--- src/rtl/timer_pkg.sv ---
// Shared types and defaults for the down_timer block.
// Optional feature macro: DOWN_TIMER_AUTO_RELOAD_EN (periodic auto-reload).
package timer_pkg;

  // Default counter / load-value width in bits.
  localparam int TIMER_WIDTH_DEF = 4;

  // Timer control states.
  typedef enum logic [1:0] {
    IDLE = 2'd0,
    RUN  = 2'd1,
    DONE = 2'd2
  } timer_state_t;

endpackage : timer_pkg

--- src/rtl/down_cnt.sv ---
// Loadable WIDTH-bit down-counter datapath for down_timer.
// Priority: syn_reset > clr > load > dec. Never wraps below zero.
module down_cnt
  import timer_pkg::*;
#(
  parameter int WIDTH = TIMER_WIDTH_DEF
) (
  input  logic             clk,
  input  logic             syn_reset,
  input  logic             clr,
  input  logic             load,
  input  logic [WIDTH-1:0] load_val,
  input  logic             dec,
  output logic [WIDTH-1:0] count,
  output logic             is_one
);

  logic [WIDTH-1:0] count_d;
  logic [WIDTH-1:0] count_q;

  // Next count: clear, load, or saturating decrement.
  always_comb begin
    // NOTE: assigning a default first keeps every path driven, so no latch is inferred.
    count_d = count_q;
    if (clr) begin
      count_d = '0;
    end else if (load) begin
      count_d = load_val;
    end else if (dec && (count_q != '0)) begin
      count_d = count_q - 1'b1;
    end
  end

  // Count register with synchronous reset.
  always_ff @(posedge clk) begin
    // NOTE: sequential state uses non-blocking assignments so all flops update together.
    if (syn_reset) begin
      count_q <= '0;
    end else begin
      count_q <= count_d;
    end
  end

  assign count  = count_q;
  assign is_one = (count_q == WIDTH'(1));

endmodule : down_cnt

--- src/rtl/down_timer.sv ---
// Loadable down-counter / one-shot timer with registered busy and done.
// Optional feature macro: DOWN_TIMER_AUTO_RELOAD_EN -- when defined, the
// timer reloads from the last accepted start value after every done pulse.
module down_timer
  import timer_pkg::*;
#(
  parameter int WIDTH = TIMER_WIDTH_DEF
) (
  input  logic             clk,
  input  logic             syn_reset,
  input  logic             ena,
  input  logic             start,
  input  logic             abort,
  input  logic [WIDTH-1:0] load_val,
  output logic [WIDTH-1:0] count,
  output logic             busy,
  output logic             done
);

  timer_state_t     state_d, state_q;
  logic             busy_d, busy_q;
  logic             done_d, done_q;

  logic             cnt_clr;
  logic             cnt_load;
  logic [WIDTH-1:0] cnt_load_val;
  logic             cnt_dec;
  logic             cnt_is_one;
  logic [WIDTH-1:0] cnt_count;

`ifdef DOWN_TIMER_AUTO_RELOAD_EN
  logic [WIDTH-1:0] reload_d, reload_q;
`endif

  down_cnt #(
    .WIDTH (WIDTH)
  ) u_down_cnt (
    .clk       (clk),
    .syn_reset (syn_reset),
    .clr       (cnt_clr),
    .load      (cnt_load),
    .load_val  (cnt_load_val),
    .dec       (cnt_dec),
    .count     (cnt_count),
    .is_one    (cnt_is_one)
  );

  // Next-state and datapath control; priority abort > start > ena.
  always_comb begin
    state_d      = state_q;
    cnt_clr      = 1'b0;
    cnt_load     = 1'b0;
    cnt_load_val = load_val;
    cnt_dec      = 1'b0;
`ifdef DOWN_TIMER_AUTO_RELOAD_EN
    reload_d     = reload_q;
`endif

    unique case (state_q)
      IDLE: begin
        // Abort in IDLE does nothing, but still blocks a simultaneous start.
        if (start && !abort) begin
          cnt_load = 1'b1;
          state_d  = (load_val != '0) ? RUN : DONE;
`ifdef DOWN_TIMER_AUTO_RELOAD_EN
          reload_d = load_val;
`endif
        end
      end

      RUN: begin
        // Start is ignored here: there is no mid-run restart.
        if (abort) begin
          cnt_clr = 1'b1;
          state_d = IDLE;
        end else if (ena) begin
          cnt_dec = 1'b1;
          if (cnt_is_one) begin
            state_d = DONE;
          end
        end
      end

      DONE: begin
        if (abort) begin
          cnt_clr = 1'b1;
          state_d = IDLE;
        end else if (start) begin
          cnt_load = 1'b1;
          state_d  = (load_val != '0) ? RUN : DONE;
`ifdef DOWN_TIMER_AUTO_RELOAD_EN
          reload_d = load_val;
`endif
        end else begin
`ifdef DOWN_TIMER_AUTO_RELOAD_EN
          // The DONE cycle itself is the first cycle of the next period, so
          // the counter restarts at reload-1 to keep the period at L cycles.
          // Reload values of 0 or 1 therefore give a done every cycle.
          cnt_load = 1'b1;
          if (reload_q > WIDTH'(1)) begin
            cnt_load_val = reload_q - 1'b1;
            state_d      = RUN;
          end else begin
            cnt_load_val = '0;
            state_d      = DONE;
          end
`else
          // Count is already zero on entry to DONE, so it simply holds.
          state_d = IDLE;
`endif
        end
      end

      default: begin
        cnt_clr = 1'b1;
        state_d = IDLE;
      end
    endcase

    busy_d = (state_d == RUN);
    done_d = (state_d == DONE);
  end

  // State and registered status outputs.
  always_ff @(posedge clk) begin
    if (syn_reset) begin
      state_q <= IDLE;
      busy_q  <= 1'b0;
      done_q  <= 1'b0;
    end else begin
      state_q <= state_d;
      busy_q  <= busy_d;
      done_q  <= done_d;
    end
  end

`ifdef DOWN_TIMER_AUTO_RELOAD_EN
  // Reload register holding the last accepted start value.
  always_ff @(posedge clk) begin
    if (syn_reset) begin
      reload_q <= '0;
    end else begin
      reload_q <= reload_d;
    end
  end
`endif

  assign count = cnt_count;
  assign busy  = busy_q;
  assign done  = done_q;

endmodule : down_timer

--- config.mk ---
export PLATFORM = sky130hd
export DESIGN_NAME = down_timer
export DESIGN_NICKNAME = d
export VERILOG_FILES = /design/src/rtl/timer_pkg.sv /design/src/rtl/down_cnt.sv /design/src/rtl/down_timer.sv
export SDC_FILE = /design/constraint.sdc
export NUM_CORES = 1
export LEC_CHECK = 0
export CORE_AREA = 2 2 39 41
export DETAILED_ROUTE_END_ITERATION = 6
export DIE_AREA = 0 0 41 43
export PLACE_DENSITY_LB_ADDON = 0.3
export RECOVER_POWER = 25
export SLEW_MARGIN = 20
export SYNTH_ARGS = -nofsm -noshare
export SYNTH_HDL_FRONTEND = slang
export SYNTH_SLANG_ARGS = --single-unit
--- constraint.sdc ---
create_clock -name clk -period 2.7 [get_ports clk]
set_input_delay 0.405 -clock clk [delete_from_list [all_inputs] [get_ports clk]]
set_output_delay 0.405 -clock clk [all_outputs]
set_load 0.02 [all_outputs]
After elaboration in Yosys (flattened, before gate mapping) --
Cells that the tools add are included.
Word-level totals: register bits 8, bits in latches 0, bits in writable memories 0, ROM bits 0, input bits 9, logic and storage cells 38, memories kept 0
Operators by class: add/subtract/negate cells 1, multipliers 0, div/mod/pow operators 0, $lt $le $gt $ge 0, eq/ne operators 5, shift operators 0, multiplexer cells 19, bitwise logic cells 0, reductions and logical operators 9
Operator list (number):
- 2-bit two-way mux | 7
- 4-bit two-way mux | 2
- 4-bit nonzero test | 2
- 1-bit two-way mux | 7
- 2-bit case mux with 3 select lines | 1
- 2-bit by 1-bit == test with 1-bit output, second input constant | 2
- 2-bit == test, second input constant | 2
- 4-bit by 1-bit == test with 1-bit output, second input constant | 1
- 1-bit case mux with 2 select lines | 2
- 2-bit OR reduction | 2
- 4-bit by 1-bit subtractor with 4-bit output, second input constant | 1
- 1-bit logical AND | 2
- 2-bit zero test | 1
- 2-bit nonzero test | 1
- 1-bit zero test | 1

Depth between registers and ports, before layout --
Gate-level depths: netlist (run 1).
depth after elaboration 6, gate-level depth with buffers 7, depth with buffers taken out 6

Hierarchy --
Synthesis (run 1) repeated with hierarchy kept, for this count alone.
Second synthesis, totals: cells, all modules 60, area total of the unflattened synthesis 579.3 sq um
Modules (own cells, without submodules):
- down_timer | instances 1, cells an instance 28, area each 306.5 sq um, seq. area each 80.1 sq um
- down_cnt | instances 1, cells an instance 32, area each 272.8 sq um, seq. area each 80.1 sq um

Worst setup path after synthesis (run 1) --
Ideal clock, no wire load.
path kind register to register, start point reg u_down_cnt.count_q[1], in the netlist u_down_cnt.count[1], end point reg u_down_cnt.count_q[1], in the netlist u_down_cnt.count[1], setup time 0.058 ns, data arrival time 1.524 ns, slack 1.118 ns, stages on the path, launching flop included 7, path through dfxtp_1 > inv_1 > ha_1 > or3b_4 > and4_4 > a211oi_2 > o21ba_1
On the way: cells in the longest elaborated chain, start to end 3
RTL lines:
- from (decl) | RTL line down_cnt.sv:19 | logic [WIDTH-1:0] count_q;
- from (signal assigned) | RTL line down_cnt.sv:40 | count_q <= count_d;
- 4-bit by 1-bit subtractor with 4-bit output / 4-bit nonzero test (equally long branches) | RTL line down_cnt.sv:30, down_cnt.sv:29
- 4-bit two-way mux / 1-bit logical AND (equally long branches) | RTL line down_cnt.sv:29 | end else if (dec && (count_q != '0)) begin
- 4-bit two-way mux / 2-bit nonzero test (equally long branches)
Parallel ways exist; a longest one is shown, timed or not. The select of a mux whose other input is x is not followed. A chain may end at the register's enable or synchronous reset.

Final worst setup path (run 1) --
start point reg u_down_cnt.count_q[2], in the netlist u_down_cnt.count[2], end point out count[2]
RTL lines:
- to (decl) | RTL line down_timer.sv:15 | output logic [WIDTH-1:0] count,
No word-level cell between the ends.

==> summary.md, run 1 <==
| Metric | Value |
|---|---|
| Worst-path cell chain | `clkdlybuf4s50_1` |
| # IOs | `15` |
| Post-synth EDFFs | `0` |
| Synth Area per Inst | `9.29 um2` |
| Max Clock Freq | `594 MHz` |
| Hold_sp | `u_down_cnt.count[2]$_SDFFE_PP0P_` |
| RSZ-0062 raised after global routing | `false` |
| Post-synthesis sequential area ratio | `0.303` |
| Hold endpoint | `u_down_cnt.count[2]$_SDFFE_PP0P_` |
| Power, Total | `0.000300 W` |
| Ant diodes | `0` |
| First-pass GRT wire length | `1750 um` |
| Yosys warnings | `0` |
| DRT met1 WL | `538 um` |
| WP data arrival | `1.28 ns` |
| Leakage | `roughly 0.29 nW` |
| Worst hold slack | `0.649 ns` |
| Pre-antenna DRT Iters | `4` |
| TNS Setup | `0 ns` |
| Commonest non-fill, non-tap cells in the layout | `clkdlybuf4s50_1, dfxtp_1, nor2_1, ha_1, inv_1` |
| Die Span Y | `around 43 um` |
| Final hold vios | `0` |
| Crit path time final | `1.68 ns` |
| Worst Hold Depth | `2` |
| Drt initial violations | `8` |
| CTS max path bufs | `2` |
| Resize count post-CTS | `0` |
| Hold_buf cts | `0` |
| CTS sink count | `8` |
| Capture point of the worst reg-to-reg path | `u_down_cnt.count[1]$_SDFFE_PP0P_` |
| Core area | `between 1000 and 1500 um2` |
| CP Capture Type | `output pin` |
| # fillers | `144` |
| Setup Crit Path Kind | `reg2out` |
| Met3 routed WL | `~57 um` |
| Min-delay worst type | `reg2reg` |
| Die Footprint | `~1800 um2` |
| Crit-path max FO | `5` |
| Worst-Margin Slew | `0.255 ns` |
| DRC | `0` |
| Die width | `41 um` |
| Switch share | `0.280` |
| # Post-CTS Setup Buffers | `0` |
| Largest net degree at the start of global routing | `8` |
| Logic pwr share | `0.263` |
| Pwr dens | `429 nW/um2` |
| Skew final | `0.00375 ns` |
| Reg power frac | `0.438` |
| Crit start category | `flip-flop` |
| Starting Density | `0.382` |
| Antenna Nets Post-Route | `0` |
| Unique masters post-synth | `28` |
| Total vias in the final route | `463` |
| Initial antenna violation count | `0` |
| Final max-slew violation count | `0` |
| IR drop worst, VDD | `between 0.2 and 0.25 mV` |
| Row cnt | `14` |
| FFs w/ async S/R, synth | `0` |
| CTS tree | `yes` |
| Final period util | `0.623` |
| Layout Nets | `90` |
| Commonest non-fill, non-tap cell in the layout | `clkdlybuf4s50_1` |
| Endpoints failing setup | `0` |
| Family with the most delay on the worst path | `buffers and inverters` |
| Reg2Reg Depth | `6` |
| Final Routed Wirelength | `1120 um` |
| DR top layer | `met4` |
| Post-Syn Nets | `72` |
| Delay of the slowest critical-path stage | `between 0.6 and 0.7 ns` |
| Sw Pwr | `roughly 0.000084 W` |
| Vias in the first global route | `approximately 430` |
| Req. time, crit path | `2.30 ns` |
| Status | `complete, no violations` |
| Final HPWL DP | `about 900 um` |
| CTS H-Tree Depth | `1` |
| CTS root buf | `clkbuf_4` |
| Clock transition at path regs | `0.05 ns` |
| Via density per instance | `5.20` |
| Gr usage total | `0.155` |
| Overflow after GRT | `0` |
| CTS Buf Count | `3` |
| R2r setup slk | `~1.1 ns` |
| Max-cap violations | `0` |
| Cells after Synth | `57` |
| RePlAce Congestion | `0.735` |
| Mapped Area | `~530 um2` |
| Layout cells sized above 1 | `0.110` |
| Clk pwr share | `0.299` |
| Most common flop cell mapped by yosys | `dfxtp_1` |
| Slowest CP cell | `clkdlybuf4s50_1` |
| Slew headroom | `0.830` |
| Routed WL per cell | `12.5 um` |
| PortBufs | `14` |
| Layout area overhead | `32.2%` |
| Metal2 WL | `490 um` |
| RR Startpoint | `u_down_cnt.count[0]$_SDFFE_PP0P_` |
| Internal power | `0.000216 W` |
| Worst path bufs/invs | `1` |
| Clk_lat worst skew | `0.25 ns` |
| Yosys reg bits | `8` |
area by class of cell:
type,instances,area (um2),area share
repair buffers,14,140,0.200
clock buffers,3,22.5,0.0322
well taps,16,20.0,0.0286
inverters,4,15.0,0.0215
flip-flops and latches,8,160,0.229
multi-input cells,44,342,0.488
flip-flops by register name (all words and copies together) (netlist names):
register and cells:
busy 1, u_down_cnt.count 4, state_q 2, done 1
power by group through the flow:
| stage | clock [W] | combinational (W) | sequential (W) |
|---|---|---|---|
| after floorplan | 0 | 0.0000432 | 0.000140 |
| after CTS | 0.0000941 | 0.0000828 | 0.000132 |
| after detailed placement | 0 | 0.0000820 | 0.000135 |
| after global routing | 0.000100 | 0.0000867 | 0.000133 |
| after global placement | 0 | 0.0000822 | 0.000134 |
| final | 0.0000897 | 0.0000788 | 0.000132 |
Yosys cell counts, types with 2 or more instances:
cell type,number,area [um2]
nor2_1,7,26.3
xor2_1,2,17.5
a21oi_1,2,10.0
dfxtp_1,8,160
and2_1,2,12.5
nor3_1,2,10.0
ha_1,6,75.1
nand2b_1,2,12.5
a211oi_1,3,22.5
nand4_1,2,12.5
inv_1,4,15.0
kinds of logic (layout without fill, tap and decap cells):
kind of cell    count (synthesis)  count (layout)  share of synthesized area
flops                           8               8                      0.303
xor+xnor                        3               3                     0.0497
fa+ha+maj                       6               6                      0.142
buf+inv                         5              21                     0.0378
simple gates                   24              24                      0.296
compound gates                 11              11                      0.173
how the worst max path moves through the flow:
stage | start | end | slack [ns] | depth (start not counted)
3_3_place_gp | load_val[2] | done$_SDFF_PP0_ | 0.84 | 4
4_1_cts | u_down_cnt.count[2]$_SDFFE_PP0P_ | count[2] | 0.99 | 1
5_1_grt | u_down_cnt.count[2]$_SDFFE_PP0P_ | count[2] | 0.94 | 1
3_5_place_dp | load_val[2] | done$_SDFF_PP0_ | 0.85 | 4
2_1_floorplan | u_down_cnt.count[1]$_SDFFE_PP0P_ | u_down_cnt.count[1]$_SDFFE_PP0P_ | 1.12 | 6
6_report | u_down_cnt.count[2]$_SDFFE_PP0P_ | count[2] | 1.02 | 1
metrics by stage:
stage	util	setup WS, ns	cell area, um2	cells
final	0.505	1.02	699	89
after global routing	0.505	0.937	699	89
after CTS	0.511	0.987	707	89
after detailed placement	0.495	0.846	684	86
after global placement	0.495	0.840	684	86
after floorplan	-	1.12	529	57
routing by layer:
layer / vias to the layer above / global-route usage
li1: 240 / -
met2: 16 / 0.222
met1: 202 / 0.181
met4: 0 / 0.100
met5: - / 0
met3: 5 / 0.0628
No activity file was read; power rests on OpenSTA's default activity.
==> inputs of run 2 (changes only) <==
- clock period: 2.7 -> 1.7 ns (I/O delays scaled with it)
==> run 2 against run 1 <==
Clock-buffer cell count is the same. Largest power group unchanged. Non-clock buffer count grew 3. Wire length grew 3.0%. Global-route usage grew 0.42 points. Via count grew 1.9%. Final cell count grew 3.4%. Sequential share of layout area shrank 0.79 points. Design area grew 3.6%. Largest cell class unchanged.
==> summary.md, run 2 (synthesis gave the netlist of run 1 again) <==
| Metric | Value |
|---|---|
| Status | `complete, no violations (unchanged)` |
| Row cnt | `14 (unchanged)` |
| CP Capture Type | `flip-flop (was output pin)` |
| RePlAce Congestion | `0.770 (was 0.735)` |
| Resize count post-CTS | `0 (unchanged)` |
| Crit start category | `flip-flop (unchanged)` |
| # IOs | `15 (unchanged)` |
| Layout cells sized above 1 | `0.158 (was 0.110)` |
| Clock transition at path regs | `0.06 ns (was 0.05 ns)` |
| Setup Crit Path Kind | `reg2reg (was reg2out)` |
| IR drop worst, VDD | `0.275 mV (was 0.230 mV)` |
| Pwr dens | `681 nW/um2 (was 429 nW/um2)` |
| Core area | `1380 um2 (unchanged)` |
| TNS Setup | `0 ns (unchanged)` |
| Pre-antenna DRT Iters | `2 (was 4)` |
| Total vias in the final route | `472 (was 463)` |
| CTS sink count | `8 (unchanged)` |
| Max-cap violations | `0 (unchanged)` |
| Crit-path max FO | `4 (was 5)` |
| CTS root buf | `clkbuf_4 (unchanged)` |
| Overflow after GRT | `0 (unchanged)` |
| Max Clock Freq | `627 MHz` |
| Final hold vios | `0 (unchanged)` |
| RSZ-0062 raised after global routing | `false (unchanged)` |
| Final Routed Wirelength | `1150 um (was 1120 um)` |
| Clk_lat worst skew | `0.26 ns (was 0.25 ns)` |
| Die width | `41 um (unchanged)` |
| Die Footprint | `1760 um2 (unchanged)` |
| Layout Nets | `93 (was 90)` |
| Gr usage total | `0.159 (was 0.155)` |
| Final HPWL DP | `930 um (was 875 um)` |
| Final period util | `0.938` |
| WP data arrival | `1.80 ns (was 1.28 ns)` |
| Leakage | `0.302 nW (was 0.286 nW)` |
| # Post-CTS Setup Buffers | `0 (unchanged)` |
| CTS Buf Count | `3 (unchanged)` |
| # fillers | `137 (was 144)` |
| Die Span Y | `43 um (unchanged)` |
| Largest net degree at the start of global routing | `7 (was 8)` |
| CTS H-Tree Depth | `1 (unchanged)` |
| Min-delay worst type | `in2reg (was reg2reg)` |
| Routed WL per cell | `12.5 um (about the same)` |
| Max FFs per register | `4 (unchanged)` |
| First-pass GRT wire length | `1780 um (was 1750 um)` |
| Skew final | `0.00415 ns (was 0.00375 ns)` |
| Slew headroom | `0.805 (was 0.830)` |
| Placed Cells incl. Taps | `89 (was 86)` |
| Starting Density | `0.382 (unchanged)` |
| Drt initial violations | `13 (was 8)` |
| Endpoints failing setup | `0 (unchanged)` |
| PortBufs | `14 (unchanged)` |
| Worst-Margin Slew | `0.293 ns (was 0.255 ns)` |
| Hold_buf cts | `0 (unchanged)` |
| Crit path time final | `between 1.5 and 2 ns` |
| Commonest non-fill, non-tap cell in the layout | `clkdlybuf4s50_1 (unchanged)` |
| Via density per instance | `5.13 (was 5.20)` |
| Antenna Nets Post-Route | `0 (unchanged)` |
| Layout area overhead | `36.9% (was 32.2%)` |
| CTS tree | `yes (unchanged)` |
| DRC | `0 (unchanged)` |
| Initial antenna violation count | `0 (unchanged)` |
| Ant diodes | `0 (unchanged)` |
| Vias in the first global route | `472 (was 434)` |
| Commonest non-fill, non-tap cells in the layout | `clkdlybuf4s50_1, dfxtp_1, nor2_1, ha_1, inv_1 (unchanged)` |
| Finished Layout Cells | `92 (was 89)` |
| Final max-slew violation count | `0 (unchanged)` |
| Req. time, crit path | `1.91 ns (was 2.30 ns)` |
| CTS max path bufs | `2 (unchanged)` |
| Final core occ | `0.524 (was 0.505)` |
[run 2: changes by cell type in the layout (fill, tap and decap cells not counted), sizes merged]
cell           previous run  this run
buf                       0         3
clkdlybuf4s50            13        12
dlygate4sd3               1         2
[run 2: critical path, stage by stage (launching register included)]
cell and delay [ns]:
dfxtp_1 0.32, inv_1 0.11, ha_1 0.18, or3b_4 0.41, and4_4 0.19, a211oi_2 0.19, o21ba_1 0.14
[run 2: area by class of cell]
class / instances / area (um2) / share of cell area
Clock buffer: 3 / 22.5 / 0.0311
Inverter: 4 / 15.0 / 0.0207
Multi-Input combinational cell: 44 / 344 / 0.475
Sequential cell: 8 / 160 / 0.221
Tap cell: 16 / 20.0 / 0.0276
Timing Repair Buffer: 17 / 163 / 0.225
[run 2: metal layers]
metal | global-route usage | wire length, um | vias up
met5 | 0 | 0 | -
met4 | 0.100 | 30 | 0
li1 | - | - | 245
met3 | 0.0628 | 82 | 4
met2 | 0.266 | 575 | 14
met1 | 0.149 | 459 | 209
[run 2: path summary, 6_finish.rpt]
check / cells after the start / slack (ns) / end / from
worst min-delay path: 3 / 0.62 / u_down_cnt.count[3]$_SDFFE_PP0P_ / load_val[3]
worst max register to register: 6 / 0.11 / u_down_cnt.count[1]$_SDFFE_PP0P_ / u_down_cnt.count[1]$_SDFFE_PP0P_
worst min register to register: 2 / 0.63 / u_down_cnt.count[3]$_SDFFE_PP0P_ / u_down_cnt.count[3]$_SDFFE_PP0P_
worst max-delay path: 6 / 0.11 / u_down_cnt.count[1]$_SDFFE_PP0P_ / u_down_cnt.count[1]$_SDFFE_PP0P_
[run 2: report_power, final]
part	leakage [nW]	internal (W)	switching (W)
Sequential	0.0653	0.000199	0.0000104
Combinational	0.223	0.0000727	0.0000627
Clock	0.0138	0.0000810	0.0000676
[run 2: per-stage QoR]
| stage | cell area (um2) | hold WS (ns) | power, W | setup slack (ns) |
|---|---|---|---|---|
| after floorplan | 529 | 0.332 | 0.000292 | 0.118 |
| after global placement | 707 | 0.619 | 0.000349 | 0.0220 |
| after detailed placement | 707 | 0.618 | 0.000352 | 0.00622 |
| after CTS | 729 | 0.614 | 0.000501 | 0.0961 |
| after global routing | 724 | 0.623 | 0.000526 | 0.0130 |
| final | 724 | 0.619 | 0.000493 | 0.106 |
